--- config.mk ---
export PLATFORM = sky130hd
export DESIGN_NAME = alu_seq16_flat
export DESIGN_NICKNAME = d
export VERILOG_FILES = /design/src/rtl/gate_boy_pkg.sv /design/src/rtl/alu_seq16_if.sv /design/src/rtl/alu_seq16.sv /design/src/flat_wrapper.sv
export SDC_FILE = /design/constraint.sdc
export NUM_CORES = 1
export LEC_CHECK = 0
export CAP_MARGIN = 20
export CORE_ASPECT_RATIO = 2
export CORE_UTILIZATION = 46
export DETAILED_ROUTE_END_ITERATION = 8
export PLACE_DENSITY = 0.78
export SLEW_MARGIN = 20
export SYNTH_ARGS = -nofsm -noshare
export SYNTH_HDL_FRONTEND = slang
export SYNTH_SLANG_ARGS = --single-unit
export TNS_END_PERCENT = 20
--- constraint.sdc ---
create_clock -name clk -period 2.2 [get_ports clk]
set_input_delay 0.22 -clock clk [delete_from_list [all_inputs] [get_ports clk]]
set_output_delay 0.22 -clock clk [all_outputs]
set_load 0.005 [all_outputs]
--- src/rtl/gate_boy_pkg.sv ---
// Shared Game Boy CPU constants: ALU byte width, flag bit positions and ALU opcodes.
package gate_boy_pkg;

  localparam int unsigned DATA_WIDTH = 8;

  localparam int unsigned FLAG_Z = 7;
  localparam int unsigned FLAG_N = 6;
  localparam int unsigned FLAG_H = 5;
  localparam int unsigned FLAG_C = 4;

  typedef enum logic [3:0] {
    ALU_NOP = 4'd0,
    ALU_ADD = 4'd1,
    ALU_ADC = 4'd2,
    ALU_SUB = 4'd3,
    ALU_SBC = 4'd4,
    ALU_AND = 4'd5,
    ALU_XOR = 4'd6,
    ALU_OR  = 4'd7,
    ALU_CP  = 4'd8
  } instruction_t;

endpackage

--- src/rtl/alu_seq16_if.sv ---
// Bundles the control-unit request/response and 8-bit ALU connections of alu_seq16.
interface alu_seq16_if;
  import gate_boy_pkg::*;

  logic                  req_valid;
  logic                  req_ready;
  logic [1:0]            req_op;
  logic [15:0]           req_a;
  logic [15:0]           req_b;
  logic [7:0]            req_flags;
  logic                  rsp_valid;
  logic [15:0]           rsp_result;
  logic [7:0]            rsp_flags;
  logic [DATA_WIDTH-1:0] alu_operand_a;
  logic [DATA_WIDTH-1:0] alu_operand_b;
  instruction_t          alu_opcode;
  logic [DATA_WIDTH-1:0] alu_result;
  logic [7:0]            alu_flags;

  // Sequencer side.
  modport slave (
    input  req_valid, req_op, req_a, req_b, req_flags, alu_result, alu_flags,
    output req_ready, rsp_valid, rsp_result, rsp_flags,
           alu_operand_a, alu_operand_b, alu_opcode
  );

  // Control unit plus ALU side.
  modport master (
    output req_valid, req_op, req_a, req_b, req_flags, alu_result, alu_flags,
    input  req_ready, rsp_valid, rsp_result, rsp_flags,
           alu_operand_a, alu_operand_b, alu_opcode
  );

endinterface

--- src/rtl/alu_seq16.sv ---
// Splits 16-bit ADD/INC/DEC into low ADD + high ADC on the 8-bit ALU.
// Define ALU_SEQ16_DEC_EN to execute DEC16; otherwise op 10 behaves like the reserved op.
module alu_seq16
  import gate_boy_pkg::*;
#(
  parameter int unsigned ALU_LATENCY = 1
) (
  input  logic       clk,
  input  logic       rst_n,
  alu_seq16_if.slave bus
);

  localparam int unsigned CNT_W = (ALU_LATENCY > 1) ? $clog2(ALU_LATENCY) : 1;
  localparam logic [1:0] OP_ADD = 2'b00;
  localparam logic [1:0] OP_INC = 2'b01;
`ifdef ALU_SEQ16_DEC_EN
  localparam logic [1:0] OP_DEC = 2'b10;
`endif

  typedef enum logic [2:0] {IDLE, ISSUE_LO, WAIT_LO, ISSUE_HI, WAIT_HI, DONE} state_t;

  state_t       state_q, state_d;
  logic [1:0]   op_q, op_d;
  logic [15:0]  a_q, a_d;
  logic [15:0]  x_q, x_d;
  logic [7:0]   flags_q, flags_d;
  logic [7:0]   res_lo_q, res_lo_d;
  logic [CNT_W-1:0] cnt_q, cnt_d;
  logic         req_ready_q, req_ready_d;
  logic         rsp_valid_q, rsp_valid_d;
  logic [15:0]  rsp_result_q, rsp_result_d;
  logic [7:0]   rsp_flags_q, rsp_flags_d;
  logic [DATA_WIDTH-1:0] alu_a_q, alu_a_d;
  logic [DATA_WIDTH-1:0] alu_b_q, alu_b_d;
  instruction_t alu_op_q, alu_op_d;
  logic [7:0]   add_flags;
  logic         wait_last;
  logic         unused_alu_flags;

  assign wait_last = (cnt_q == CNT_W'(ALU_LATENCY - 1));
  assign unused_alu_flags = ^{bus.alu_flags[FLAG_Z], bus.alu_flags[FLAG_N], bus.alu_flags[3:0]};

  always_comb begin
    state_d      = state_q;
    op_d         = op_q;
    a_d          = a_q;
    x_d          = x_q;
    flags_d      = flags_q;
    res_lo_d     = res_lo_q;
    cnt_d        = cnt_q;
    rsp_result_d = rsp_result_q;
    rsp_flags_d  = rsp_flags_q;

    // ADD16 keeps Z, clears N and takes H/C from the high-byte ADC.
    add_flags         = '0;
    add_flags[FLAG_Z] = flags_q[FLAG_Z];
    add_flags[FLAG_N] = 1'b0;
    add_flags[FLAG_H] = bus.alu_flags[FLAG_H];
    add_flags[FLAG_C] = bus.alu_flags[FLAG_C];

    unique case (state_q)
      IDLE: begin
        if (bus.req_valid && req_ready_q) begin
          op_d    = bus.req_op;
          a_d     = bus.req_a;
          flags_d = bus.req_flags;
          case (bus.req_op)
            OP_ADD: begin x_d = bus.req_b; state_d = ISSUE_LO; end
            OP_INC: begin x_d = 16'h0001;  state_d = ISSUE_LO; end
`ifdef ALU_SEQ16_DEC_EN
            OP_DEC: begin x_d = 16'hFFFF;  state_d = ISSUE_LO; end
`endif
            default: begin
              state_d      = DONE;
              rsp_result_d = bus.req_a;
              rsp_flags_d  = bus.req_flags;
            end
          endcase
        end
      end
      ISSUE_LO: begin
        cnt_d   = '0;
        state_d = WAIT_LO;
      end
      WAIT_LO: begin
        if (wait_last) begin
          res_lo_d = bus.alu_result;
          state_d  = ISSUE_HI;
        end else begin
          cnt_d = cnt_q + CNT_W'(1);
        end
      end
      ISSUE_HI: begin
        cnt_d   = '0;
        state_d = WAIT_HI;
      end
      WAIT_HI: begin
        if (wait_last) begin
          rsp_result_d = {bus.alu_result, res_lo_q};
          rsp_flags_d  = (op_q == OP_ADD) ? add_flags : flags_q;
          state_d      = DONE;
        end else begin
          cnt_d = cnt_q + CNT_W'(1);
        end
      end
      DONE:    state_d = IDLE;
      default: state_d = IDLE;
    endcase

    // Outputs are registered from the next state so they line up with it.
    req_ready_d = (state_d == IDLE);
    rsp_valid_d = (state_d == DONE);
    alu_op_d    = ALU_NOP;
    alu_a_d     = '0;
    alu_b_d     = '0;
    if (state_d == ISSUE_LO || state_d == WAIT_LO) begin
      alu_op_d = ALU_ADD;
      alu_a_d  = a_d[7:0];
      alu_b_d  = x_d[7:0];
    end else if (state_d == ISSUE_HI || state_d == WAIT_HI) begin
      alu_op_d = ALU_ADC;
      alu_a_d  = a_d[15:8];
      alu_b_d  = x_d[15:8];
    end
  end

  always_ff @(posedge clk) begin
    if (!rst_n) begin
      state_q      <= IDLE;
      op_q         <= '0;
      a_q          <= '0;
      x_q          <= '0;
      flags_q      <= '0;
      res_lo_q     <= '0;
      cnt_q        <= '0;
      req_ready_q  <= 1'b0;
      rsp_valid_q  <= 1'b0;
      rsp_result_q <= '0;
      rsp_flags_q  <= '0;
      alu_a_q      <= '0;
      alu_b_q      <= '0;
      alu_op_q     <= ALU_NOP;
    end else begin
      state_q      <= state_d;
      op_q         <= op_d;
      a_q          <= a_d;
      x_q          <= x_d;
      flags_q      <= flags_d;
      res_lo_q     <= res_lo_d;
      cnt_q        <= cnt_d;
      req_ready_q  <= req_ready_d;
      rsp_valid_q  <= rsp_valid_d;
      rsp_result_q <= rsp_result_d;
      rsp_flags_q  <= rsp_flags_d;
      alu_a_q      <= alu_a_d;
      alu_b_q      <= alu_b_d;
      alu_op_q     <= alu_op_d;
    end
  end

  assign bus.req_ready     = req_ready_q;
  assign bus.rsp_valid     = rsp_valid_q;
  assign bus.rsp_result    = rsp_result_q;
  assign bus.rsp_flags     = rsp_flags_q;
  assign bus.alu_operand_a = alu_a_q;
  assign bus.alu_operand_b = alu_b_q;
  assign bus.alu_opcode    = alu_op_q;

endmodule

--- src/flat_wrapper.sv ---
// flat-port wrapper written by rule: the top's interface ports become plain ports
module alu_seq16_flat import gate_boy_pkg::*;
#(
  parameter int unsigned ALU_LATENCY = 1
)
  (clk, rst_n, bus_req_valid, bus_req_op, bus_req_a, bus_req_b, bus_req_flags, bus_alu_result, bus_alu_flags, bus_req_ready, bus_rsp_valid, bus_rsp_result, bus_rsp_flags, bus_alu_operand_a, bus_alu_operand_b, bus_alu_opcode);
  alu_seq16_if bus_i ();
  input  logic clk;
  input  logic rst_n;
  input wire logic [$bits(bus_i.req_valid)-1:0] bus_req_valid;
  input wire logic [$bits(bus_i.req_op)-1:0] bus_req_op;
  input wire logic [$bits(bus_i.req_a)-1:0] bus_req_a;
  input wire logic [$bits(bus_i.req_b)-1:0] bus_req_b;
  input wire logic [$bits(bus_i.req_flags)-1:0] bus_req_flags;
  input wire logic [$bits(bus_i.alu_result)-1:0] bus_alu_result;
  input wire logic [$bits(bus_i.alu_flags)-1:0] bus_alu_flags;
  output wire logic [$bits(bus_i.req_ready)-1:0] bus_req_ready;
  output wire logic [$bits(bus_i.rsp_valid)-1:0] bus_rsp_valid;
  output wire logic [$bits(bus_i.rsp_result)-1:0] bus_rsp_result;
  output wire logic [$bits(bus_i.rsp_flags)-1:0] bus_rsp_flags;
  output wire logic [$bits(bus_i.alu_operand_a)-1:0] bus_alu_operand_a;
  output wire logic [$bits(bus_i.alu_operand_b)-1:0] bus_alu_operand_b;
  output wire logic [$bits(bus_i.alu_opcode)-1:0] bus_alu_opcode;
  assign bus_i.req_valid = bus_req_valid;
  assign bus_i.req_op = bus_req_op;
  assign bus_i.req_a = bus_req_a;
  assign bus_i.req_b = bus_req_b;
  assign bus_i.req_flags = bus_req_flags;
  assign bus_i.alu_result = bus_alu_result;
  assign bus_i.alu_flags = bus_alu_flags;
  assign bus_req_ready = bus_i.req_ready;
  assign bus_rsp_valid = bus_i.rsp_valid;
  assign bus_rsp_result = bus_i.rsp_result;
  assign bus_rsp_flags = bus_i.rsp_flags;
  assign bus_alu_operand_a = bus_i.alu_operand_a;
  assign bus_alu_operand_b = bus_i.alu_operand_b;
  assign bus_alu_opcode = bus_i.alu_opcode;
  alu_seq16 #(.ALU_LATENCY(ALU_LATENCY)) u_core (.clk(clk), .rst_n(rst_n), .bus(bus_i));
endmodule
==> out/results.ini <==
[global_route]
grt_use_total_pct = 21.8
grt_pass1_vias = 3003
grt_max_degree = 49
antenna_found_initial = 0
grt_pass1_wl_um = 13900
grt_remaining_overflow = 0

[floorplan]
boundaryPins = 107
coreArea_um2 = 7890
die_h_um = 129
die_w_um = 65.5
dieArea_um2 = 8450
start_util_pct = 47.1
std_cell_rows = 46

[power]
p_sw_mw = 1.44
power.total_mw = 5.17
pwr-share-seq_pct = 41.7
ir_worst_vdd_mv = 0.730
p_clk_share_pct = 31.9
combPwrFrac_pct = 26.4
p_per_area_nw_per_um2 = 1010
p_int_mw = 3.72
p_leak_nw = 1.96
switching_share_pct = 28.0

[placed_design]
gp_congestion = 0.827
hpwlAfterDp_um = 6210
io_buffers = 98
placedCellCount = 580

[detailed_routing]
via_per_inst = 5.30
firstDrtPassIters = 5
postRouteAntennaNets = 0
routedWlPerCell_um = 14.6
initialDrtViolationCount = 228
drc = 0
num_vias = 3161
wl_um = 8690

[sta]
rsz0062_at_grt = no
worstMarginPinSlew_ns = 0.624
min_period_ns = 1.74
setup_viol = 0
holdWs_ns = 0.461
final-hold-violation-count = 0
period_share_pct = 79.3
skew_ns = 0.00639
clock.fmax_mhz = 574
slew_headroom_pct = 58.3
fin_setup_tns_ns = 0
drv_slew = 0

[worst_setup_path]
path_cells = or2_1, or3_1, buf_4, mux2i_1, o22ai_1
endpoint_kind = flop
start_kind = flop
cp.arrival_ns = 1.96
path_max_fanout = 17
slowest_stage = dfxtp_1
crit_type = flop to flop
critPathRequiredTime_ns = 2.41
slowest_delay_ns = 0.38

[final_layout]
design.final.nets = 556
final_util_pct = 64.7
fillCellCount = 638
fin_cells = 596
syn2layout_area_growth_pct = 37.5
drive_above_1_share_pct = 6.80
antenna_cells = 0

[flow_run]
max_cap_viol_count = 0

[clock_network]
cts_hold_buf = 0
cts.htree.levels = 3
cts_resized = 0
cts-root-buf = clkbuf_16
cts_buffers = 9
clk_pin_slew_ns = 0.06
cts_tree = yes
clock_latency_ns = 0.34
cts_setup_buffers = 0
cts.sinks = 97
clockBufferDepth = 2

[synthesis]
synth-simple-area-share_pct = 19.6
synthAdderAreaFrac_pct = 0
synth_top_family_by_area = simple AND/OR/NAND/NOR gates
synth_compound_area_share_pct = 11.0
synth.ff_latch_count = 97
synth_area_per_cell_um2 = 9.21
synthCells = 403
yosysWarnings = 0
synth_xor_area_share_pct = 0.236
yosysUniqueCellTypes = 32
synth_area_um2 = 3710
synthMuxAreaShare_pct = 11.9
seq_area_frac_synth_pct = 52.3

[run_status]
status = finished clean

[worst_hold_path]
hold_path.class = flop to flop

==> worst paths after layout <==
path | startpoint | end | slack (ns) | cells after the start
hold / removal | u_core.op_q[1]$_SDFFE_PN0P_ | u_core.op_q[1]$_SDFFE_PN0P_ | 0.46 | 2
setup reg to reg | u_core.state_q[1]$_SDFF_PN0_ | u_core.bus.alu_operand_a[7]$_SDFF_PN0_ | 0.46 | 5
setup / recovery | u_core.state_q[1]$_SDFF_PN0_ | u_core.bus.alu_operand_a[7]$_SDFF_PN0_ | 0.46 | 5
hold reg to reg | u_core.op_q[1]$_SDFFE_PN0P_ | u_core.op_q[1]$_SDFFE_PN0P_ | 0.46 | 2
==> cell usage after synthesis, drive strengths merged <==
master / count / share of area [%]
o22ai: 17 / 2.9
and3: 2 / 0.34
inv: 4 / 0.40
nor2: 67 / 6.8
nor4: 1 / 0.57
buf: 11 / 2.3
conb: 1 / 0.10
nand3: 1 / 0.13
a211oi: 1 / 0.20
nor2b: 14 / 2.4
and2: 1 / 0.17
nor3: 1 / 0.13
dfxtp: 97 / 52
o21ai: 1 / 0.13
xnor2: 1 / 0.24
or2: 1 / 0.17
clkbuf: 21 / 2.1
o21a: 1 / 0.20
a2111oi: 1 / 0.24
o21ba: 1 / 0.27
nand3b: 6 / 1.2
mux2: 2 / 0.61
nand2: 69 / 7.0
and2b: 2 / 0.40
a21oi: 12 / 1.6
or3: 2 / 0.34
a32o: 1 / 0.27
a311oi: 22 / 5.2
mux2i: 42 / 11
==> per-layer routing <==
metal	vias up	wire length [um]	track usage (%)
li1	1551	-	-
met1	1470	3240	23.9
met4	0	288	12.7
met5	-	0	0
met3	21	503	5.28
met2	119	4660	37.2
==> per-stage QoR <==
stage | area (um2) | setup slack [ns]
3_3_place_gp | 4780 | 0.240
5_1_grt | 5100 | 0.328
6_report | 5100 | 0.456
2_1_floorplan | 3710 | 0.385
4_1_cts | 5100 | 0.453
3_5_place_dp | 4780 | 0.220
==> sequential cells by signal (all words and copies together) (netlist names), 8 cells and up <==
register and flops:
u_core.bus.alu_operand_a 8, u_core.a_q 16, u_core.bus.rsp_result 16, u_core.res_lo_q 8, u_core.flags_q 8, u_core.bus.alu_operand_b 8, u_core.bus.rsp_flags 8, u_core.x_q 16
==> worst max-delay path: cells and delay by family (launching register included) <==
kind / cells / cell delay, ns
compound gates: 1 / 0.13
mux: 1 / 0.24
flops: 1 / 0.38
buf+inv: 1 / 0.23
simple gates: 2 / 0.63
==> placed cells by master, fill, tap and decap left out, types with 2 or more instances in the layout <==
cell type and count:
o22ai_1 17, conb_1 2, nand2_1 69, dfxtp_1 97, a21oi_1 12, nand3b_1 6, nor2_1 67, nor2b_1 14
mux2_2 2, inv_1 3, mux2i_1 42, a311oi_1 22, clkdlybuf4s50_1 98, clkbuf_16 9, buf_4 12, bufinv_16 2
or3_1 2, and2b_1 2, buf_12 2, and3_1 2
==> power by group through the flow <==
stage          sequential (mW)  clock [mW]  combinational, mW
6_report                  2.15        1.65               1.37
5_1_grt                   2.18        1.75               1.51
4_1_cts                   2.15        1.68               1.38
3_5_place_dp              2.19           0               1.37
3_3_place_gp              2.18           0               1.34
2_1_floorplan             2.16           0              0.838
==> cell families (layout without fill, tap and decap cells) <==
| logic type | after synthesis | in the layout |
|---|---|---|
| simple gates | 167 | 167 |
| flops | 97 | 97 |
| compound gates | 57 | 57 |
| mux | 44 | 44 |
| buf+inv | 36 | 132 |
| other cells | 1 | 2 |
| xor+xnor | 1 | 1 |
==> final cells by class <==
class | instances | area [um2] | area share (%)
well taps | 96 | 120 | 2.35
clock buffers | 10 | 229 | 4.49
repair buffers | 112 | 1110 | 21.8
flip-flops and latches | 97 | 1940 | 38.1
multi-input cells | 271 | 1590 | 31.2
inverters | 4 | 15.0 | 0.294
clock inverters | 6 | 90.1 | 1.77
Note: power is estimated with default switching activity, not from simulation.
